**src/rtl/memwb_skid_stage.sv**
```systemverilog
// MEM/WB pipeline stage: valid/ready handshake, 2-entry skid buffer, registered in_ready, flush.
// Optional MEMWB_ZERO_REG_SQUASH_EN: entries targeting register 0 are stored with regWrite cleared.
module memwb_skid_stage #(
    parameter int DATA_W     = 32,
    parameter int REG_ADDR_W = 5
) (
    input  logic                  clk,
    input  logic                  rst_n,
    input  logic                  flush,
    input  logic                  in_valid,
    output logic                  in_ready,
    input  logic                  in_regWrite,
    input  logic                  in_memToReg,
    input  logic [DATA_W-1:0]     in_aluResult,
    input  logic [DATA_W-1:0]     in_readData,
    input  logic [REG_ADDR_W-1:0] in_writeReg,
    output logic                  out_valid,
    input  logic                  out_ready,
    output logic                  out_regWrite,
    output logic                  out_memToReg,
    output logic [DATA_W-1:0]     out_aluResult,
    output logic [DATA_W-1:0]     out_readData,
    output logic [REG_ADDR_W-1:0] out_writeReg,
    output logic [DATA_W-1:0]     out_wbData
);

    localparam logic [1:0] ST_EMPTY = 2'd0;
    localparam logic [1:0] ST_ONE   = 2'd1;
    localparam logic [1:0] ST_FULL  = 2'd2;

    typedef struct packed {
        logic                  regWrite;
        logic                  memToReg;
        logic [DATA_W-1:0]     aluResult;
        logic [DATA_W-1:0]     readData;
        logic [DATA_W-1:0]     wbData;
        logic [REG_ADDR_W-1:0] writeReg;
    } entry_t;

    logic [1:0] state_q, state_d;
    logic       in_ready_q, in_ready_d;
    entry_t     main_q, main_d;
    entry_t     skid_q, skid_d;
    entry_t     in_entry;
    logic       accept;
    logic       consume;
    logic       main_vld;

    function automatic logic [DATA_W-1:0] wb_select(
        input logic              mem_to_reg,
        input logic [DATA_W-1:0] read_data,
        input logic [DATA_W-1:0] alu_result
    );
        return mem_to_reg ? read_data : alu_result;
    endfunction

    function automatic logic reg_write_filter(
        input logic                  reg_write,
        input logic [REG_ADDR_W-1:0] write_reg
    );
`ifdef MEMWB_ZERO_REG_SQUASH_EN
        return reg_write & (write_reg != '0);
`else
        logic unused_wr;
        unused_wr = ^write_reg;
        return reg_write | (unused_wr & 1'b0);
`endif
    endfunction

    // Writeback mux resolved once, when the entry enters storage.
    always_comb begin
        in_entry.regWrite  = reg_write_filter(in_regWrite, in_writeReg);
        in_entry.memToReg  = in_memToReg;
        in_entry.aluResult = in_aluResult;
        in_entry.readData  = in_readData;
        in_entry.wbData    = wb_select(in_memToReg, in_readData, in_aluResult);
        in_entry.writeReg  = in_writeReg;
    end

    assign main_vld = (state_q == ST_ONE) || (state_q == ST_FULL);
    assign accept   = in_valid & in_ready_q;
    assign consume  = main_vld & out_ready;

    always_comb begin
        state_d = state_q;
        main_d  = main_q;
        skid_d  = skid_q;
        case (state_q)
            ST_EMPTY: begin
                if (accept) begin
                    main_d  = in_entry;
                    state_d = ST_ONE;
                end
            end
            ST_ONE: begin
                if (consume && accept) begin
                    main_d = in_entry;
                end else if (consume) begin
                    state_d = ST_EMPTY;
                end else if (accept) begin
                    skid_d  = in_entry;
                    state_d = ST_FULL;
                end
            end
            ST_FULL: begin
                if (consume) begin
                    main_d  = skid_q;
                    state_d = ST_ONE;
                end
            end
            default: state_d = ST_EMPTY;
        endcase
        // Flush kills everything but leaves data fields untouched.
        if (flush) begin
            state_d = ST_EMPTY;
            main_d  = main_q;
            skid_d  = skid_q;
        end
        in_ready_d = (state_d != ST_FULL);
    end

    always_ff @(posedge clk or negedge rst_n) begin
        if (!rst_n) begin
            state_q    <= ST_EMPTY;
            in_ready_q <= 1'b1;
            main_q     <= '0;
            skid_q     <= '0;
        end else begin
            state_q    <= state_d;
            in_ready_q <= in_ready_d;
            main_q     <= main_d;
            skid_q     <= skid_d;
        end
    end

    assign in_ready      = in_ready_q;
    assign out_valid     = main_vld;
    assign out_regWrite  = main_vld & main_q.regWrite;
    assign out_memToReg  = main_q.memToReg;
    assign out_aluResult = main_q.aluResult;
    assign out_readData  = main_q.readData;
    assign out_writeReg  = main_q.writeReg;
    assign out_wbData    = main_q.wbData;

endmodule

```
**config.mk**
```make
export PLATFORM = sky130hd
export DESIGN_NAME = memwb_skid_stage
export DESIGN_NICKNAME = d
export VERILOG_FILES = /design/src/rtl/memwb_skid_stage.sv
export SDC_FILE = /design/constraint.sdc
export NUM_CORES = 1
export LEC_CHECK = 0
export CELL_PAD_IN_SITES_DETAIL_PLACEMENT = 0
export CELL_PAD_IN_SITES_GLOBAL_PLACEMENT = 2
export CORE_AREA = 3 3 168 170
export DETAILED_ROUTE_END_ITERATION = 10
export DIE_AREA = 0 0 171 173
export PLACE_DENSITY = 0.87
export SYNTH_ARGS = -nofsm -noshare
export SYNTH_HDL_FRONTEND = slang
export SYNTH_SLANG_ARGS = --single-unit
```
**constraint.sdc**
```tcl
create_clock -name clk -period 3.36 [get_ports clk]
set_clock_uncertainty 0.05 [all_clocks]
set_input_delay 0.504 -clock clk [delete_from_list [all_inputs] [get_ports clk]]
set_output_delay 0.504 -clock clk [all_outputs]
set_load 0.005 [all_outputs]
```
==> results by group, run 1 <==
Cells and area
  – Nets: 941
  – Final instance area: 0.0126 mm²
  – Area used by multi-input combinational logic: 0.00411 mm²
  – FF+latch area: 0.00523 mm²
  – Share of cells above drive strength 1: 26.9%
  – Area growth, synth to finish: 21.3%
  – # diodes: 0
  – Fin util: 46.9%
  – Fillers: 2,422

Floorplanning
  – Die Y: 173 µm
  – Initial Util: 38.6%
  – Floorplan Core Area: 0.0269 mm²
  – Io pins: 181
  – Rows: 60
  – Full die area: 0.0296 mm²
  – Width of the die: 171 µm

Yosys
  – Ranking of synthesized cells by area: dfrtp_1 (50%), mux2_2 (12%), mux2_4 (10%), buf_4 (8.0%), mux2_1 (7.3%)
  – Post-Synthesis Cells: 787
  – Share of the synthesized area in the top cell type: 50.1%
  – Post-synth top flop: dfrtp_1
  – Post-Syn Area: 0.0104 mm²
  – Top cell type by total area after synthesis: dfrtp_1
  – Ys async rst share: 100%
  – Syn_nets: 867
  – Top post-synthesis cells by count: dfrtp_1 (208), buf_4 (111), mux2_2 (107), mux2_4 (71)
  – Synth Register Bits: 209
  – Avg Cell Area, Syn: 13.2 µm²
  – Synth unique cells: 28
  – Register area share after synthesis: 50.4%
  – Number of flops mapped to enable cells by yosys: 0
  – YS warnings: 0
  – Count leader, synth: dfrtp_1

Setup path
  – Peak fanout along the critical path: 5
  – Worst setup path startpoint: state_q[1]$_DFF_PN0_
  – R2r startpoint: state_q[0]$_DFF_PN0_
  – Worst setup endpoint: out_regWrite
  – Crit path DAT: 2.04 ns
  – Reg2reg setup slack: 0.96 ns
  – CP peak stage delay: 0.50 ns
  – Critical path class: reg2out
  – Worst EP required: 2.81 ns
  – Crit. End Element: output pin
  – CP Cell Sequence: inv_1 -> ha_1 -> and2_1 -> clkdlybuf4s50_1
  – Critical R2R Capture: skid_q[76]$_DFFE_PN0P_
  – Slowest stage cell, crit path: clkdlybuf4s50_1
  – Worst Setup Start Kind: flip-flop
  – Register-to-Register Path Depth: 6

Clocking
  – Postcts setup bufs: 0
  – Number of hold buffers added after cts: 0
  – H-tree Lvls: 1
  – CTS tree: built
  – CTS Buf Count: 25
  – Root Buffer: clkbuf_16
  – Worst-path clk slew: 0.06 ns
  – CTS resizes: 0
  – Clock buffer depth: 3
  – CTS Sinks: 209
  – Clock latency on the worst-skew pair: 0.51 ns

Detailed routing
  – DR WL/cell: 17.6 µm
  – Pre-antenna DRT Iters: 4
  – DR vias/cell: 4.82
  – Vias: 5,870
  – 1st-iter DRT viols: 287
  – Routed Antenna Nets: 0
  – Residual DRC: 0
  – WL final: 21.4 mm

STA
  – Slew @ Worst Pin: 1.08 ns
  – Slew Viols, Final: 0
  – Fin crit share: 77.1%
  – RSZ-0062 raised after global routing: no
  – Worst rel slew slack: 28.2%
  – Fin. Hold Viols: 16
  – Max Clk Rate: 386 MHz
  – Hold slack: -0.0137 ns
  – Tmin final: 2.59 ns
  – Final setup TNS: 0 ns
  – Setup-failing EPs final: 0

Placement
  – Port bufs: 180
  – Placer Congestion: 0.786
  – Post-DP Area: 0.0118 mm²
  – Post-DP HPWL: 14.0 mm

Worst hold path
  – Min-delay worst type: in2async

GRT
  – First-pass GRT wire length: 34.9 mm
  – Total GRT Usage: 14.3%
  – Vias in the first global route: 6,207
  – Pin count of the biggest net entering global routing: 102
  – Initial antenna violation count: 0
  – Congestion Overflow GR: 0

Status
  – Failing checks: negative hold slack
  – Status: complete, but fails checks

Flow run
  – Maxcap violations: 0

Pwr
  – LEAKAGE: 5.52 nW
  – Pwr dens: 750 mW/mm²
  – Peak supply drop: 0.274 mV
[area by class of cell]
class | count | area share (%)
sequential | 209 | 41.5
multi-input combinational | 429 | 32.6
timing repair buffer | 193 | 15.8
clock buffer | 34 | 5.63
tap | 341 | 3.39
clock inverter | 9 | 1.00
inverter | 3 | 0.0894
[flip-flops by register name, summed over array words and instances (netlist names)]
name	cells
in_ready	1
main_q	1
out_aluResult	32
out_memToReg	1
out_readData	32
out_wbData	32
out_writeReg	5
skid_q	103
state_q	2
[where the power goes]
part           internal [mW]  total [mW]  switching, mW  leakage (nW)
registers               3.52        4.07          0.550          2.50
clock network           1.70        2.74           1.04         0.411
logic                   1.81        2.64          0.828          2.61
total                   7.03        9.45           2.42          5.52
[worst min path at each step]
stage / slack, ns / from / depth (start not counted) / endpoint
2_1_floorplan: 0.16 / rst_n / 0 / main_q[102]$_DFFE_PN0P_
3_3_place_gp: 0.41 / skid_q[36]$_DFFE_PN0P_ / 2 / skid_q[36]$_DFFE_PN0P_
3_5_place_dp: 0.42 / skid_q[36]$_DFFE_PN0P_ / 2 / skid_q[36]$_DFFE_PN0P_
4_1_cts: 0.01 / rst_n / 1 / out_writeReg[2]$_DFFE_PN0P_
5_1_grt: 0.04 / rst_n / 1 / out_readData[5]$_DFFE_PN0P_
6_report: -0.01 / rst_n / 1 / skid_q[1]$_DFFE_PN0P_
[layer usage]
layer	wire length, µm	track usage, %	up-vias
met3	1350	3.68	24
met4	267	2.88	0
met2	9710	22.1	146
met5	0	0	-
li1	-	-	2781
met1	10100	20.5	2919
[cells in the final DEF, fill, tap and decap left out, types with 3 or more instances in the layout]
cell             instances
bufinv_16                3
nand2_1                 67
mux2_2                 107
clkdlybuf4s50_1        178
o21ai_0                 35
clkbuf_8                 5
o21ai_1                 31
mux2_1                  67
clkinv_2                 4
nor2_1                   3
clkbuf_1                 4
mux2i_1                 32
dfrtp_1                208
ha_1                     3
inv_1                    3
buf_12                   7
mux2_4                  71
buf_4                    6
clkbuf_16               25
[worst max-delay path: cells and delay by family (launching register included)]
family	cells	cell delay, ns
adders and majority gates	1	0.33
buffers and inverters	2	0.60
DFF	1	0.46
and+or+nand+nor	1	0.13
[stage by stage]
| step | setup WS (ns) | cells | total power [mW] |
|---|---|---|---|
| after floorplan | 1.28 | 787 | 5.92 |
| after global placement | 0.923 | 1175 | 6.71 |
| after global routing | 0.642 | 1218 | 10.0 |
| after detailed placement | 0.879 | 1175 | 6.79 |
| after CTS | 0.749 | 1218 | 9.60 |
| final | 0.769 | 1218 | 9.45 |
[cell families (layout without fill, tap and decap cells)]
kind of cell | after synthesis | after routing | share of synthesized area (%)
flops | 209 | 209 | 50.4
xor+xnor | 1 | 1 | 0.0843
fa+ha+maj | 4 | 4 | 0.482
simple gates | 75 | 75 | 2.82
compound gates | 72 | 72 | 3.69
mux | 277 | 277 | 32.2
buf+inv | 149 | 239 | 10.3
No activity file was read; power rests on OpenSTA's default activity.
==> inputs of run 2 (changes only) <==
--- a/config.mk
+++ b/config.mk
@@ -7,10 +7,10 @@
 export LEC_CHECK = 0
 export CELL_PAD_IN_SITES_DETAIL_PLACEMENT = 0
 export CELL_PAD_IN_SITES_GLOBAL_PLACEMENT = 2
-export CORE_AREA = 3 3 168 170
+export CORE_AREA = 3 3 182 184
 export DETAILED_ROUTE_END_ITERATION = 10
-export DIE_AREA = 0 0 171 173
-export PLACE_DENSITY = 0.87
+export DIE_AREA = 0 0 185 187
+export PLACE_DENSITY = 0.79
 export SYNTH_ARGS = -nofsm -noshare
 export SYNTH_HDL_FRONTEND = slang
 export SYNTH_SLANG_ARGS = --single-unit
==> constraint.sdc (replaced) <==
create_clock -name clk -period 2.1 [get_ports clk]
set_clock_uncertainty 0.05 [all_clocks]
set_input_delay 0.315 -clock clk [delete_from_list [all_inputs] [get_ports clk]]
set_output_delay 0.315 -clock clk [all_outputs]
set_load 0.005 [all_outputs]
==> run 2 against run 1 <==
  * The flow now finishes without violations
  * Global-route usage is 1.6 points lower
  * Via count grew 2.6%
  * Sequential power is 61% higher
  * Sequential share of layout area decreased by 1.1 points
  * Register-to-register slack worse by 0.93 ns
  * Critical path depth grew 2
  * First-iteration DRC count is the same
  * Cell area up 2.8%
  * Total power rose by 58%
  * Count of clock-buffer cells in the layout is 2 lower
  * Worst setup slack got worse by 0.73 ns
  * Critical endpoint is now skid_q[41]$_DFFE_PN0P_
==> results by group, run 2 (same netlist as run 1, synthesis figures left out) <==
Floorplanning
  – Width of the die: 185 µm (+8.2%)
  – Floorplan Core Area: 0.0316 mm² (+17%)
  – Die Y: 187 µm (+8.1%)
  – Io pins: 181 (unchanged)
  – Full die area: 0.0346 mm² (+17%)
  – Rows: 65 (+8.3%)
  – Initial Util: 32.9% (-5.7 points)

Cells and area
  – Area growth, synth to finish: 24.6%
  – FF+latch area: 0.00523 mm² (unchanged)
  – Fillers: 2,945 (+22%)
  – Commonest non-fill, non-tap cells in the layout: dfrtp_1 (208), clkdlybuf4s50_1 (176), mux2_2 (107)
  – Largest register by flop count: skid_q
  – Commonest non-fill, non-tap cell in the layout: dfrtp_1
  – Area used by multi-input combinational logic: 0.00414 mm² (+0.82%)
  – Nets: 966 (+2.7%)
  – Largest register FFs: 103 (unchanged)
  – Share of cells above drive strength 1: 29.4% (+2.5 points)
  – # diodes: 0 (unchanged)

Pwr
  – Sw Ratio: 26.2% (+0.60 points)
  – Logic pwr share: 29.1% (+1.2 points)
  – Sw power: 3.92 mW (+62%)
  – Clock power share: 27.1% (-1.9 points)
  – Tot Pwr: 15.0 mW (+58%)
  – Pwr dens: 1150 mW/mm² (+54%)
  – P_int: 11.0 mW (+57%)
  – Sequential power share: 43.8% (+0.7 points)
  – Peak supply drop: 0.459 mV (+68%)
  – LEAKAGE: 5.65 nW (+2.3%)

STA
  – Worst rel slew slack: 69.9% (+42 points)
  – Setup-failing EPs final: 0 (unchanged)
  – Tmin final: 2.07 ns
  – Slew @ Worst Pin: 0.451 ns (-0.625 ns)
  – Final setup TNS: 0 ns (unchanged)
  – Fin. Hold Viols: 0 (-16)
  – Fin crit share: 98.4%
  – RSZ-0062 raised after global routing: yes
  – Max Clk Rate: 484 MHz
  – Slew Viols, Final: 0 (unchanged)

Worst hold path
  – Min-delay worst type: in2async

Setup path
  – Crit. End Element: flip-flop
  – Critical path class: reg2reg
  – CP peak stage delay: 0.44 ns (-0.06 ns)
  – Worst Setup Start Kind: flip-flop
  – Delay-heaviest family, CP: simple AND/OR/NAND/NOR gates
  – Worst EP required: 2.43 ns (-0.38 ns)
  – Peak fanout along the critical path: 42 (+37)
  – CP bufs+invs: 2 (unchanged)
  – CP Cell Sequence: buf_4 -> ha_2 -> nand3_1 -> or3b_4 -> buf_12 -> mux2_4
  – Slowest stage cell, crit path: or3b_4
  – Crit path DAT: 2.40 ns (+0.36 ns)

Clocking
  – Clock latency on the worst-skew pair: 0.51 ns (about the same)
  – Worst-path clk slew: 0.06 ns (about the same)
  – Clock buffer depth: 3 (unchanged)
  – CTS Sinks: 209 (unchanged)
  – Root Buffer: clkbuf_16
  – CTS Buf Count: 24 (-4.0%)
  – H-tree Lvls: 1 (unchanged)
  – CTS tree: built

GRT
  – First-pass GRT wire length: 36.1 mm (+3.5%)
  – Vias in the first global route: 6,307 (+1.6%)
  – Congestion Overflow GR: 0 (unchanged)
  – Initial antenna violation count: 0 (unchanged)
  – Pin count of the biggest net entering global routing: 73 (-28%)
  – Total GRT Usage: 12.7% (-1.6 points)

Detailed routing
  – WL final: 22.5 mm (+5.2%)
  – DR vias/cell: 4.63 (-4.0%)
  – Routed Antenna Nets: 0 (unchanged)
  – 1st-iter DRT viols: 287 (unchanged)
  – Vias: 6,025 (+2.6%)
  – Pre-antenna DRT Iters: 4 (unchanged)
  – Residual DRC: 0 (unchanged)
  – DR WL/cell: 17.3 µm (-1.6%)

Flow run
  – Maxcap violations: 0 (unchanged)

Placement
  – Post-DP HPWL: 14.8 mm (+5.8%)
  – Placer Congestion: 0.710 (-9.7%)
  – Port bufs: 180 (unchanged)

Status
  – Status: complete, no violations
## run 2: changes by cell type in the layout (fill, tap and decap cells not counted), sizes merged, moves of 2 or more
cell	delta
clkdlybuf4s50	-2
bufinv	-2
clkinvlp	+2
buf	+24
## run 2: path summary, 6_finish.rpt
path,cells after the start,to,slack (ns),from
min reg2reg,2,skid_q[36]$_DFFE_PN0P_,0.43,skid_q[36]$_DFFE_PN0P_
max,6,skid_q[41]$_DFFE_PN0P_,0.03,state_q[0]$_DFF_PN0_
min in group clk,3,skid_q[101]$_DFFE_PN0P_,0.39,in_memToReg
max in group asynchronous,3,out_wbData[24]$_DFFE_PN0P_,1.05,rst_n
min,2,out_aluResult[20]$_DFFE_PN0P_,0.26,rst_n
max reg2reg,6,skid_q[41]$_DFFE_PN0P_,0.03,state_q[0]$_DFF_PN0_
## run 2: what timing repair did
action                                  4_1_cts  5_1_grt
gates cloned                                  0        1
hold endpoints to repair                     43        0
gates resized for setup                       5        7
setup buffers                                 0        1
pin swaps                                     0        1
endpoints found under the setup margin        2       61
hold buffers                                  1        0
## run 2: metrics by stage
stage	hold WS, ns	cell area [µm²]	util [%]	worst slack [ns]	instances
finish	0.259	12900	41.0	0.0340	1302
global route	0.274	12900	41.0	-0.0176	1302
CTS	0.252	12900	40.8	0.00281	1300
detailed placement	0.222	12100	38.3	-0.112	1259
global placement	0.225	12100	38.3	-0.0821	1259
floorplan	-0.0306	10400	-	0.0196	787
## run 2: worst register-to-register path, stage by stage (launching register included)
cell     delay [ns]
dfrtp_1        0.37
buf_4          0.14
ha_2           0.23
nand3_1        0.11
or3b_4         0.44
buf_12         0.20
mux2_4         0.41
## run 2: cell type report
class	count	area share (%)
Sequential cell	209	40.4
Multi-Input combinational cell	429	32.0
Timing Repair Buffer	219	17.8
Clock inverter	8	0.590
Tap cell	402	3.89
Clock buffer	32	5.27
Inverter	3	0.0870
## run 2: metal layers
layer  track usage [%]  wire length (µm)  up-vias
met5                 0                 0        -
met4              2.37               314        0
met3              2.72              1310       31
met2              18.8              9830      167
met1              19.3             11100     2994
li1                  -                 -     2833
## run 2: power by group through the flow
stage                     registers (mW)  clock network (mW)  logic, mW
after detailed placement            6.58                   0       4.38
final                               6.55                4.05       4.35
after global placement              6.56                   0       4.29
after floorplan                     6.25                   0       3.22
after CTS                           6.55                4.21       4.40
after global routing                6.75                4.37       4.74
==> inputs of run 3 (changes only) <==
--- a/config.mk
+++ b/config.mk
@@ -7,9 +7,9 @@
 export LEC_CHECK = 0
 export CELL_PAD_IN_SITES_DETAIL_PLACEMENT = 0
 export CELL_PAD_IN_SITES_GLOBAL_PLACEMENT = 2
-export CORE_AREA = 3 3 182 184
+export CORE_AREA = 3 3 149 224
 export DETAILED_ROUTE_END_ITERATION = 10
-export DIE_AREA = 0 0 185 187
+export DIE_AREA = 0 0 152 227
 export PLACE_DENSITY = 0.79
 export SYNTH_ARGS = -nofsm -noshare
 export SYNTH_HDL_FRONTEND = slang
==> run 3 against run 2 <==
  * Maximum frequency up 0.40%
  * Highest routed layer unchanged
  * Sequential cell count unchanged
  * Critical endpoint is now skid_q[95]$_DFFE_PN0P_
  * Global-route usage up 0.077 points
==> results by group, run 3 (same netlist as run 1, synthesis figures left out) <==
Status
  – Status: complete, no violations

Cells and area
  – # diodes: 0 (unchanged)
  – Largest register FFs: 103 (unchanged)
  – Share of cells above drive strength 1: 31.1% (+1.7 points)
  – Area used by multi-input combinational logic: 0.00416 mm² (+0.51%)
  – Nets: 980 (+1.4%)
  – Area growth, synth to finish: 28.1%
  – Fillers: 3,021 (+2.6%)
  – FF+latch area: 0.00523 mm² (unchanged)
  – Commonest non-fill, non-tap cells in the layout: dfrtp_1 (208), clkdlybuf4s50_1 (176), mux2_2 (107)
  – Largest register by flop count: skid_q
  – Commonest non-fill, non-tap cell in the layout: dfrtp_1
  – Final cell count without fillers: 1,325 (+1.8%)

Placement
  – Post-DP HPWL: 15.2 mm (+2.7%)
  – Port bufs: 180 (unchanged)
  – Worst slack, placed: -0.0851 ns (+0.0264 ns)
  – Post-Place Cells: 1,267 (+0.64%)
  – Placer Congestion: 0.739 (+4.0%)

STA
  – Slew @ Worst Pin: 0.449 ns (-0.00277 ns)
  – RSZ-0062 raised after global routing: yes
  – Final WS setup: 0.0423 ns (+0.00828 ns)
  – Slew Viols, Final: 0 (unchanged)
  – Hold slack: 0.235 ns (-0.0243 ns)
  – Setup-failing EPs final: 0 (unchanged)
  – Tmin final: 2.06 ns (-0.00828 ns)
  – Worst rel slew slack: 70.1% (+0.18 points)
  – Final setup TNS: 0 ns (unchanged)
  – Fin. Hold Viols: 0 (unchanged)
  – Fin crit share: 98.0% (-0.39 points)
  – Max Clk Rate: 486 MHz (+0.40%)

Clocking
  – CTS tree: built
  – Worst-path clk slew: 0.07 ns (about the same)
  – Clock latency on the worst-skew pair: 0.51 ns (about the same)
  – CTS Buf Count: 22 (-8.3%)
  – Clock buffer depth: 3 (unchanged)
  – H-tree Lvls: 1 (unchanged)
  – Root Buffer: clkbuf_16
  – CTS Sinks: 209 (unchanged)

Worst hold path
  – Min-delay worst type: in2async

GRT
  – Initial antenna violation count: 0 (unchanged)
  – M2 GR Usage: 22.9% (+4.1 points)
  – Routing usage on met3: 2.02% (-0.71 points)
  – Pin count of the biggest net entering global routing: 71 (-2.7%)
  – Congestion Overflow GR: 0 (unchanged)
  – Grt met1 use: 16.0% (-3.3 points)
  – Most used routing layer: met2
  – Vias in the first global route: 6,281 (-0.41%)
  – First-pass GRT wire length: 35.8 mm (-0.80%)
  – Total GRT Usage: 12.8% (+0.077 points)

Detailed routing
  – DR vias/cell: 4.58 (-1.1%)
  – Residual DRC: 0 (unchanged)
  – Routed Antenna Nets: 0 (unchanged)
  – Pre-antenna DRT Iters: 4 (unchanged)
  – DR WL/cell: 18.5 µm (+7.1%)
  – 1st-iter DRT viols: 171 (-40%)
  – Vias: 6,063 (+0.63%)
  – WL final: 24.5 mm (+9.0%)

Pwr
  – Peak supply drop: 0.600 mV (+31%)
  – LEAKAGE: 5.84 nW (+3.4%)
  – Pwr dens: 1160 mW/mm² (about the same)

Setup path
  – CP peak stage delay: 0.46 ns (+0.02 ns)
  – Reg2reg setup slack: 0.04 ns (about the same)
  – Slowest stage cell, crit path: or3b_4
  – Crit path DAT: 2.41 ns (about the same)
  – Worst EP required: 2.45 ns (+0.02 ns)
  – Critical path class: reg2reg
  – Crit. End Element: flip-flop
  – Peak fanout along the critical path: 16 (-62%)
  – CP Cell Sequence: inv_2 -> ha_4 -> nand2_4 -> or3b_4 -> buf_12 -> clkbuf_16 -> mux2_4
  – Worst Setup Start Kind: flip-flop

Floorplanning
  – Full die area: 0.0345 mm² (-0.26%)
  – Floorplan Core Area: 0.0316 mm² (+0.24%)
  – Die Y: 227 µm (+21%)
  – Initial Util: 32.8% (-0.078 points)
  – Rows: 80 (+23%)
  – Width of the die: 152 µm (-18%)
  – Io pins: 181 (unchanged)

Flow run
  – Maxcap violations: 0 (unchanged)
-- run 3: changes by cell type in the layout (fill, tap and decap cells not counted), sizes merged, moves of 2 or more --
cell | previous run | this run
clkbuf | 33 | 37
bufinv | 1 | 4
clkinvlp | 3 | 1
buf | 39 | 50
-- run 3: worst paths after layout --
kind,startpoint,endpoint,depth (start not counted)
worst min register to register,skid_q[29]$_DFFE_PN0P_,skid_q[29]$_DFFE_PN0P_,2
worst max register to register,state_q[1]$_DFF_PN0_,skid_q[95]$_DFFE_PN0P_,7
min in group clk,in_writeReg[2],skid_q[2]$_DFFE_PN0P_,2
max in group asynchronous,rst_n,in_ready$_DFF_PN1_,3
worst min-delay path,rst_n,out_readData[11]$_DFFE_PN0P_,2
worst max-delay path,state_q[1]$_DFF_PN0_,skid_q[95]$_DFFE_PN0P_,7
-- run 3: timing repair --
item / CTS / global route
resized for setup: 6 / 15
endpoints found under the hold margin: 34 / 0
pin swaps: 0 / 5
hold buffers: 1 / 0
endpoints found under the setup margin: 2 / 59
buffers inserted: 0 / 8
gates cloned: 0 / 10
-- run 3: per-layer routing --
metal,vias up,wire (µm)
met4,0,493
met3,29,770
li1,2852,-
met1,3074,10500
met2,108,12800
met5,-,0
-- run 3: final cells by class --
class / instances / area share, %
Sequential cell: 209 / 39.3
Tap cell: 410 / 3.86
Timing Repair Buffer: 234 / 19.3
Clock buffer: 31 / 5.08
Multi-Input combinational cell: 430 / 31.3
Clock inverter: 8 / 1.10
Inverter: 3 / 0.0847
-- run 3: power by group --
group	total (mW)	leakage, nW	switching, mW	internal (mW)
Combinational	4.50	2.93	1.44	3.07
Clock	4.38	0.404	1.65	2.73
Sequential	6.49	2.50	0.857	5.63
Total	15.4	5.84	3.94	11.4
-- run 3: metrics by stage --
stage          total power, mW  cell area [µm²]  util [%]
2_1_floorplan             9.48            10400         -
3_3_place_gp              10.9            12100      38.3
6_report                  15.4            13300      42.0
5_1_grt                   16.2            13300      42.0
3_5_place_dp              11.0            12100      38.3
4_1_cts                   15.5            13000      41.0
-- run 3: critical path, delay by kind of cell (launching register included) --
kind	cells	cell delay [ns]
AND/OR/NAND/NOR	2	0.54
flip-flops	1	0.40
buffers and inverters	3	0.45
multiplexers	1	0.30
adder cells (fa/ha/maj)	1	0.21
